### config.mk
export PLATFORM = sky130hd
export DESIGN_NAME = alu_stateful_v2_flat
export DESIGN_NICKNAME = d
export VERILOG_FILES = /design/src/rtl/alu_stateful_v2_if.sv /design/src/rtl/alu_stateful_v2.sv /design/src/flat_wrapper.sv
export SDC_FILE = /design/constraint.sdc
export NUM_CORES = 2
export LEC_CHECK = 0
export CAP_MARGIN = 5
export CORE_MARGIN = 2
export CORE_UTILIZATION = 60
export DETAILED_ROUTE_END_ITERATION = 10
export PLACE_DENSITY = 0.78
export SETUP_SLACK_MARGIN = 0.02
export SLEW_MARGIN = 15
export SYNTH_ARGS = -nofsm -noshare
export SYNTH_HDL_FRONTEND = slang
export SYNTH_SLANG_ARGS = --single-unit
### constraint.sdc
create_clock -name clk -period 9.82 [get_ports clk]
set_input_delay 0.982 -clock clk [delete_from_list [all_inputs] [get_ports clk]]
set_output_delay 0.982 -clock clk [all_outputs]
set_load 0.05 [all_outputs]
### src/rtl/alu_stateful_v2_if.sv
// Action/operand request bus and result bus between the sub-action decoder and
// the stateful ALU of one PHV container slot.
interface alu_stateful_v2_if #(
    parameter int ACTION_LEN = 25,
    parameter int DATA_WIDTH = 32
);
    logic [ACTION_LEN-1:0] action_in;
    logic                  action_valid;
    logic [DATA_WIDTH-1:0] operand_1_in;
    logic [DATA_WIDTH-1:0] operand_2_in;
    logic [DATA_WIDTH-1:0] operand_3_in;
    logic                  action_ready;
    logic [DATA_WIDTH-1:0] container_out;
    logic                  container_out_valid;

    modport master (
        output action_in,
        output action_valid,
        output operand_1_in,
        output operand_2_in,
        output operand_3_in,
        input  action_ready,
        input  container_out,
        input  container_out_valid
    );

    modport slave (
        input  action_in,
        input  action_valid,
        input  operand_1_in,
        input  operand_2_in,
        input  operand_3_in,
        output action_ready,
        output container_out,
        output container_out_valid
    );
endinterface

### src/rtl/alu_stateful_v2.sv
// Stateful ALU for one PHV container slot: add/sub, load, store, atomic ldadd, pass-through.
// Latency: result valid 3 cycles after accept (4 for ldadd); one action in flight at a time.
// Backpressure: action_ready high only in IDLE; ALU_RAM_CLEAR_EN adds a post-reset RAM zeroing sweep.
module alu_stateful_v2 #(
    parameter int STAGE      = 0,
    parameter int ACTION_LEN = 25,
    parameter int DATA_WIDTH = 32,
    parameter int ADDR_WIDTH = 5
) (
    input  logic             clk,
    input  logic             rst,
    alu_stateful_v2_if.slave bus
);

    localparam int DEPTH = 1 << ADDR_WIDTH;

    localparam logic [3:0] OP_ADD   = 4'b0001;
    localparam logic [3:0] OP_ADDI  = 4'b1001;
    localparam logic [3:0] OP_SUB   = 4'b0010;
    localparam logic [3:0] OP_SUBI  = 4'b1010;
    localparam logic [3:0] OP_STORE = 4'b1000;
    localparam logic [3:0] OP_LOAD  = 4'b1011;
    localparam logic [3:0] OP_LDADD = 4'b0111;

    typedef enum logic [2:0] {
        INIT,
        IDLE,
        EXEC,
        RD,
        WB,
        OUT
    } state_t;

    state_t                state;
    logic [3:0]            op_q;
    logic [DATA_WIDTH-1:0] op1_q;
    logic [DATA_WIDTH-1:0] op2_q;
    logic [DATA_WIDTH-1:0] op3_q;
    logic [ADDR_WIDTH-1:0] addr_q;
    logic                  store_en;
    logic [DATA_WIDTH-1:0] result_q;
    logic [DATA_WIDTH-1:0] container_q;
    logic                  valid_q;
    logic                  ready_q;
`ifdef ALU_RAM_CLEAR_EN
    logic [ADDR_WIDTH-1:0] init_addr;
`endif

    logic [DATA_WIDTH-1:0] mem [0:DEPTH-1];
    logic [DATA_WIDTH-1:0] ram_q;
    logic                  mem_we;
    logic [ADDR_WIDTH-1:0] mem_wa;
    logic [DATA_WIDTH-1:0] mem_wd;
    logic [DATA_WIDTH-1:0] ldadd_sum;

    logic [3:0] opc;
    logic       is_mem_rd;
    logic       unused_act_bits;

    assign opc             = bus.action_in[ACTION_LEN-1 -: 4];
    assign is_mem_rd       = (opc == OP_LOAD) || (opc == OP_LDADD);
    assign unused_act_bits = ^bus.action_in[ACTION_LEN-5:0];
    assign ldadd_sum       = ram_q + op1_q;

    always_comb begin
        mem_we = 1'b0;
        mem_wa = addr_q;
        mem_wd = op1_q;
        case (state)
            EXEC: mem_we = store_en;
            WB: begin
                mem_we = 1'b1;
                mem_wd = ldadd_sum;
            end
`ifdef ALU_RAM_CLEAR_EN
            INIT: begin
                mem_we = 1'b1;
                mem_wa = init_addr;
                mem_wd = '0;
            end
`endif
            default: ;
        endcase
    end

    // RAM is not reset; a write that coincides with an asserted reset is dropped.
    always_ff @(posedge clk) begin
        if (mem_we && !rst) begin
            mem[mem_wa] <= mem_wd;
        end
        ram_q <= mem[addr_q];
    end

    always_ff @(posedge clk or posedge rst) begin
        if (rst) begin
`ifdef ALU_RAM_CLEAR_EN
            state     <= INIT;
            ready_q   <= 1'b0;
            init_addr <= '0;
`else
            state     <= IDLE;
            ready_q   <= 1'b1;
`endif
            op_q        <= '0;
            op1_q       <= '0;
            op2_q       <= '0;
            op3_q       <= '0;
            addr_q      <= '0;
            store_en    <= 1'b0;
            result_q    <= '0;
            container_q <= '0;
            valid_q     <= 1'b0;
        end else begin
            valid_q <= 1'b0;
            case (state)
`ifdef ALU_RAM_CLEAR_EN
                INIT: begin
                    init_addr <= init_addr + 1'b1;
                    if (init_addr == '1) begin
                        state   <= IDLE;
                        ready_q <= 1'b1;
                    end
                end
`endif
                IDLE: begin
                    if (bus.action_valid && ready_q) begin
                        ready_q  <= 1'b0;
                        op_q     <= opc;
                        op1_q    <= bus.operand_1_in;
                        op2_q    <= bus.operand_2_in;
                        op3_q    <= bus.operand_3_in;
                        addr_q   <= bus.operand_2_in[ADDR_WIDTH-1:0];
                        store_en <= (opc == OP_STORE);
                        state    <= is_mem_rd ? RD : EXEC;
                    end
                end
                EXEC: begin
                    case (op_q)
                        OP_ADD, OP_ADDI: result_q <= op1_q + op2_q;
                        OP_SUB, OP_SUBI: result_q <= op1_q - op2_q;
                        default:         result_q <= op3_q;
                    endcase
                    store_en <= 1'b0;
                    state    <= OUT;
                end
                // Read data lands in ram_q on this edge; a plain load picks it up in OUT.
                RD: begin
                    state <= (op_q == OP_LDADD) ? WB : OUT;
                end
                WB: begin
                    result_q <= ldadd_sum;
                    state    <= OUT;
                end
                OUT: begin
                    container_q <= (op_q == OP_LOAD) ? ram_q : result_q;
                    valid_q     <= 1'b1;
                    ready_q     <= 1'b1;
                    state       <= IDLE;
                end
                default: begin
                    state   <= IDLE;
                    ready_q <= 1'b1;
                end
            endcase
        end
    end

    assign bus.action_ready        = ready_q;
    assign bus.container_out       = container_q;
    assign bus.container_out_valid = valid_q;

endmodule

### src/flat_wrapper.sv
// flat-port wrapper written by rule: the top's interface ports become plain ports
module alu_stateful_v2_flat 
#(
    parameter int STAGE      = 0,
    parameter int ACTION_LEN = 25,
    parameter int DATA_WIDTH = 32,
    parameter int ADDR_WIDTH = 5
)
  (clk, rst, bus_action_in, bus_action_valid, bus_operand_1_in, bus_operand_2_in, bus_operand_3_in, bus_action_ready, bus_container_out, bus_container_out_valid);
  alu_stateful_v2_if #(.ACTION_LEN(ACTION_LEN), .DATA_WIDTH(DATA_WIDTH)) bus_i ();
  input  logic clk;
  input  logic rst;
  input wire logic [$bits(bus_i.action_in)-1:0] bus_action_in;
  input wire logic [$bits(bus_i.action_valid)-1:0] bus_action_valid;
  input wire logic [$bits(bus_i.operand_1_in)-1:0] bus_operand_1_in;
  input wire logic [$bits(bus_i.operand_2_in)-1:0] bus_operand_2_in;
  input wire logic [$bits(bus_i.operand_3_in)-1:0] bus_operand_3_in;
  output wire logic [$bits(bus_i.action_ready)-1:0] bus_action_ready;
  output wire logic [$bits(bus_i.container_out)-1:0] bus_container_out;
  output wire logic [$bits(bus_i.container_out_valid)-1:0] bus_container_out_valid;
  assign bus_i.action_in = bus_action_in;
  assign bus_i.action_valid = bus_action_valid;
  assign bus_i.operand_1_in = bus_operand_1_in;
  assign bus_i.operand_2_in = bus_operand_2_in;
  assign bus_i.operand_3_in = bus_operand_3_in;
  assign bus_action_ready = bus_i.action_ready;
  assign bus_container_out = bus_i.container_out;
  assign bus_container_out_valid = bus_i.container_out_valid;
  alu_stateful_v2 #(.STAGE(STAGE), .ACTION_LEN(ACTION_LEN), .DATA_WIDTH(DATA_WIDTH), .ADDR_WIDTH(ADDR_WIDTH)) u_core (.clk(clk), .rst(rst), .bus(bus_i));
endmodule
# Yosys cells after proc, flatten, opt, wreduce, memory -nomap -nowiden
# Memory sizes are Yosys's and may differ from the RTL's. A register that Yosys moved wholly into a read port is not among the register bits.
# Cells that the tools add are included.
[classes]
bitwise_logic = 1
mux = 16
n_addsub = 3
reduce_logical = 13
n_eq_ne = 15
[ops]
columns = ["operator", "count"]
rows = [
  ["32-bit case mux with 2 select lines", 2],
  ["32-bit adder", 2],
  ["32-bit 2-to-1 mux", 2],
  ["32-bit subtractor", 1],
  ["4-bit equality test, second input constant", 5],
  ["3-bit case mux with 3 select lines", 1],
  ["4-bit by 3-bit equality test with 1-bit output, second input constant", 2],
  ["1-bit 2-to-1 mux", 7],
  ["3-bit by 2-bit equality test with 1-bit output, second input constant", 2],
  ["3-bit equality test, second input constant", 2],
  ["1-bit case mux with 2 select lines", 3],
  ["2-bit AND reduction", 3],
  ["2-bit OR reduction", 3],
  ["4-bit by 1-bit equality test with 1-bit output, second input constant", 1],
  ["4-bit by 2-bit equality test with 1-bit output, second input constant", 1],
  ["2-bit nonzero test", 2],
  ["3-bit by 1-bit equality test with 1-bit output, second input constant", 1],
  ["3-bit 2-to-1 mux", 1],
  ["3-bit OR reduction", 1],
  ["1-bit logical AND", 2],
  ["2-bit by 1-bit != test with 1-bit output, second input constant", 1],
  ["1-bit zero test", 1],
  ["1-bit logical OR", 1],
  ["1-bit inverter", 1],
]
[word_totals]
ff_bits = 175
mem_bits_rw = 1024
out_inout_bits = 34
n_memories = 1
[mem_list]
columns = ["name", "words", "word_bits", "rd", "rd_clocked_by_memory_dff", "write_ports", "line", "rtl"]
rows = [
  ["u_core.mem", 32, 32, 1, 1, 1, "alu_stateful_v2.sv:49", "logic [DATA_WIDTH-1:0] mem [0:DEPTH-1];"],
]

# Logic depth before layout (Yosys ltp)
[depth]
word_depth = 5
ltp_mapped = 22
depth_no_buf = 19

# Worst setup path after synthesis
# No wires, ideal clock.
[synth_timing]
path_kind = "input-to-reg"
startpoint = "input rst"
endpoint = "memory u_core.mem[0][0] (enable)"
setup_time_ps = 501
setup_slack_ps = 986
cell_stages = 3
t_required_ps = 9319
arrival_ps = 8333
cell_sequence = "inv_1 o21ai_0 nor4_1"
[synth_via]
elab_chain_cells = 4
[synth_lines]
columns = ["item", "line", "rtl"]
rows = [
  ["start, declared", "flat_wrapper.sv:12", "input logic rst;"],
  ["1-bit zero test", "alu_stateful_v2.sv:88", "if (mem_we && !rst) begin"],
  ["1-bit logical AND", "alu_stateful_v2.sv:88", ""],
  ["1-bit 2-to-1 mux", "alu_stateful_v2.sv:88", ""],
  ["1-bit 2-to-1 mux (not written as such)", "alu_stateful_v2.sv:89", "mem[mem_wa] <= mem_wd;"],
  ["end, declared", "alu_stateful_v2.sv:49", ""],
]
# Every way passes these cells.

# Worst setup path after layout
[layout_timing]
startpoint = "register u_core.op2_q[0]"
endpoint = "register u_core.result_q[31]"
[layout_via]
elab_chain_cells = 3
word_cells_on_any_way = 4
cone_classes = "add/sub: 2; mux: 2"
[layout_lines]
columns = ["item", "line", "rtl"]
rows = [
  ["start, declared", "alu_stateful_v2.sv:37", "logic [DATA_WIDTH-1:0] op2_q;"],
  ["start signal, assigned", "alu_stateful_v2.sv:130", "op2_q <= bus.operand_2_in;"],
  ["32-bit subtractor or 32-bit adder (tied branches)", "alu_stateful_v2.sv:140, alu_stateful_v2.sv:139", ""],
  ["32-bit case mux with 2 select lines (*)", "alu_stateful_v2.sv:138", "case (op_q)"],
  ["32-bit case mux with 2 select lines (*)", "alu_stateful_v2.sv:115", "case (state)"],
  ["end signal, assigned", "alu_stateful_v2.sv:139", "OP_ADD, OP_ADDI: result_q <= op1_q + op2_q;"],
  ["end signal, assigned", "alu_stateful_v2.sv:140", "OP_SUB, OP_SUBI: result_q <= op1_q - op2_q;"],
  ["end signal, assigned", "alu_stateful_v2.sv:141", "default: result_q <= op3_q;"],
  ["end, declared", "alu_stateful_v2.sv:41", "logic [DATA_WIDTH-1:0] result_q;"],
]
# Every way passes the cells marked *; elsewhere a longest branch is shown, timed or not.
# A chain may end at the register's enable or synchronous reset.

==> flow_summary.ini <==
[run_status]
outcome = completed

[route]
antenna_left = 0
wire_per_inst_um = 32.6
drc = 0
via_count = 28600
drt-total-wl_um = 135000
dr.pass1.iters = 8
via_per_inst = 6.92
dr.first_iter.drc_count = 4275

[logic_synthesis]
yosys.area.top_type_share_pct = 61.5
ys.flop_type = edfxtp_1
netlist_instances = 2797
synthArstFlopShare_pct = 13.9
synth_edf_count = 1024
synth_common_cells = edfxtp_1 (1024), mux4_2 (256), dfrtp_1 (168)
ys_types = 66
syn_avg_cell_area_um2 = 17.9
synthTopCellsByArea = edfxtp_1 (61%), mux4_2 (12%), dfrtp_1 (8.4%)
syn_area_um2 = 50000
seq_area_frac_synth_pct = 71.3
synth.net_count = 2989
synth.largest_area_cell = edfxtp_1
ys_seq_elements = 1226
yosysWarnings = 0
synth.most_common_cell = edfxtp_1

[clock_tree]
post_cts_buffers = 0
clock_latency_ns = 0.73
clock_sinks = 1226
cts.path.max_buffers = 3
path_clk_slew_ns = 0.06
root_buffer = clkbuf_16
cts_hold_buf = 0
htreeDepth = 3
post_cts_resized = 0
cts_tree = yes
cts_buffers = 114

[worst_setup_path]
cp_slowest_cell = dfrtp_4
cpPeakStageDelay_ns = 0.79
r2r_slack_ns = 4.46
crit_fanout = 45
start_kind = flip-flop
crit_chain = inv_1 -> ha_1 -> nand2_1 -> or4_1 -> nor3_1 -> nand2_1 -> o21ai_1 -> xor2_1 -> ha_1 -> a21o_1 -> a211oi_1 -> a22o_1 -> a211o_1 -> nor3_1 -> nor3_1 -> nor3_1 -> xnor2_1 -> a221oi_2
cpMostUsedCell = nor3_1
reg2reg_to = u_core.result_q[31]
timing.rr.start = u_core.op2_q[0]
critical_path_class = flip-flop to flip-flop
end_kind = flip-flop
crit_required_ns = 10.40
ff2ff_path_depth = 18
arrival_ns = 5.94

[placement]
port_buffers = 136
dp_hpwl_um = 69900
placed_area_um2 = 53000
routabilityCongestion = 0.984

[floorplan]
die_h_um = 293
rows = 105
die_area_um2 = 85700
io_pins = 158
start_util_pct = 60.8
die_x_um = 293
core_area_um2 = 82200

[power_and_ir_drop]
worst_ir_drop_vdd_v = 0.000223
power.density_nw_per_um2 = 177
leakagePower_nw = 22.4

[final_layout]
seqCellArea_um2 = 35700
n_fill_cell = 4856
nets = 3158
antenna_cells = 0
multi_input_area_um2 = 14100
stdcell_area_um2 = 56800
area_delta_synth_final_pct = 13.5
drive_above_1_share_pct = 21.4

[sta]
finalSetupViolations = 0
maxSlewViolCount = 0
final.setup.tns_ns = 0
slew_headroom_pct = 20.5
fin_crit_sh_pct = 54.6
hold_viol_final = 0
rsz0062_at_grt = no
tightest_slew_ns = 1.19
fin_crit_ns = 5.36
fin_skew_ns = 0.0627
max_freq_mhz = 187
whs_ns = 0.482

[global_route]
grt.total_usage_pct = 31.6
grt_pass1_vias = 29000
grt_max_degree = 153
grt_pass1_wl_um = 195000
overflow = 0
antenna_found_initial = 3

[worst_hold_path]
holdPathEnd = u_core.bus.container_out[6]
hold_path_depth = 2
holdCritPathClass = flip-flop to flip-flop
hp-start = u_core.bus.container_out[6]

[run]
max_cap_violations = 0
[state kept, by name (all words and copies together) (netlist names)]
register / count
u_core.op1_q: 32
u_core.op2_q: 32
u_core.op3_q: 32
u_core.mem: 1024
u_core.bus.action_ready: 1
u_core.ram_q: 32
u_core.op_q: 4
u_core.store_en: 1
u_core.bus.container_out_valid: 1
u_core.bus.container_out: 32
u_core.state: 3
u_core.result_q: 32
[area by class of cell]
cell class | instances | area share (%)
tap | 1070 | 2.36
timing repair buffer | 198 | 3.24
clock inverter | 69 | 1.16
sequential | 1226 | 62.8
inverter | 21 | 0.148
multi-input combinational | 1405 | 24.9
clock buffer | 148 | 5.43
[kinds of logic (layout without fill, tap and decap cells)]
family                   Yosys count  in the layout  share of synthesized area (%)
buffers and inverters            166            436                           1.25
flip-flops                      1226           1226                           71.3
XOR/XNOR                          89             89                           1.57
multiplexers                     384            384                           14.3
AO/OA/AOI/OAI                    463            463                           6.03
adder cells (fa/ha/maj)           68             68                           1.73
AND/OR/NAND/NOR                  401            401                           3.81
[through the flow]
step | instances | power, mW | util, % | setup WS, ns
finish | 4137 | 10.0 | 69.0 | 4.46
global route | 4137 | 10.3 | 69.0 | 3.97
floorplan | 2797 | 5.68 | - | 0.986
CTS | 4137 | 10.1 | 69.0 | 4.41
detailed placement | 3920 | 5.73 | 64.4 | 4.45
global placement | 3920 | 5.73 | 64.4 | 4.49
[cell usage in the layout, fill, tap and decap left out, types with 42 or more instances in the layout]
cell	synthesis	layout
ha_1	66	66
xnor2_1	43	42
nand2_1	157	156
mux2_2	94	94
clkdlybuf4s50_1	0	136
o21ai_0	94	91
a21oi_1	82	82
buf_4	0	61
mux4_2	256	256
edfxtp_1	1024	1024
a22oi_1	131	131
nor2_1	98	66
xor2_1	45	45
dfrtp_1	168	166
clkbuf_16	0	115
[where the power goes]
part	switching [mW]	leakage [nW]	internal [mW]
registers	0	14.1	5.56
clock network	1.99	1.81	2.44
logic	0.0219	6.50	0.0364
[worst max path at each step]
| stage | from | slack (ns) | to |
|---|---|---|---|
| after detailed placement | u_core.op2_q[0] | 4.45 | u_core.result_q[31] |
| final | u_core.op2_q[0] | 4.46 | u_core.result_q[31] |
| after global placement | u_core.op2_q[0] | 4.49 | u_core.result_q[31] |
| after floorplan | rst | 0.99 | u_core.mem[0][0] |
| after CTS | u_core.op2_q[0] | 4.41 | u_core.result_q[31] |
| after global routing | u_core.op2_q[0] | 3.97 | u_core.result_q[31] |
[per-layer routing]
layer	GRT usage [%]	share of wire, %
met1	42.8	36
met2	51.3	48
met3	6.93	12
met4	11.4	3.8
met5	0	0.022
[worst max-delay path, delay by kind of cell (launching register included)]
family	cells	cell delay [ns]
buffers and inverters	1	0.26
AND/OR/NAND/NOR	7	1.98
flip-flops	1	0.79
adder cells (fa/ha/maj)	2	0.74
AO/OA/AOI/OAI	6	1.28
XOR/XNOR	2	0.21
(Power assumes the default switching activity.)
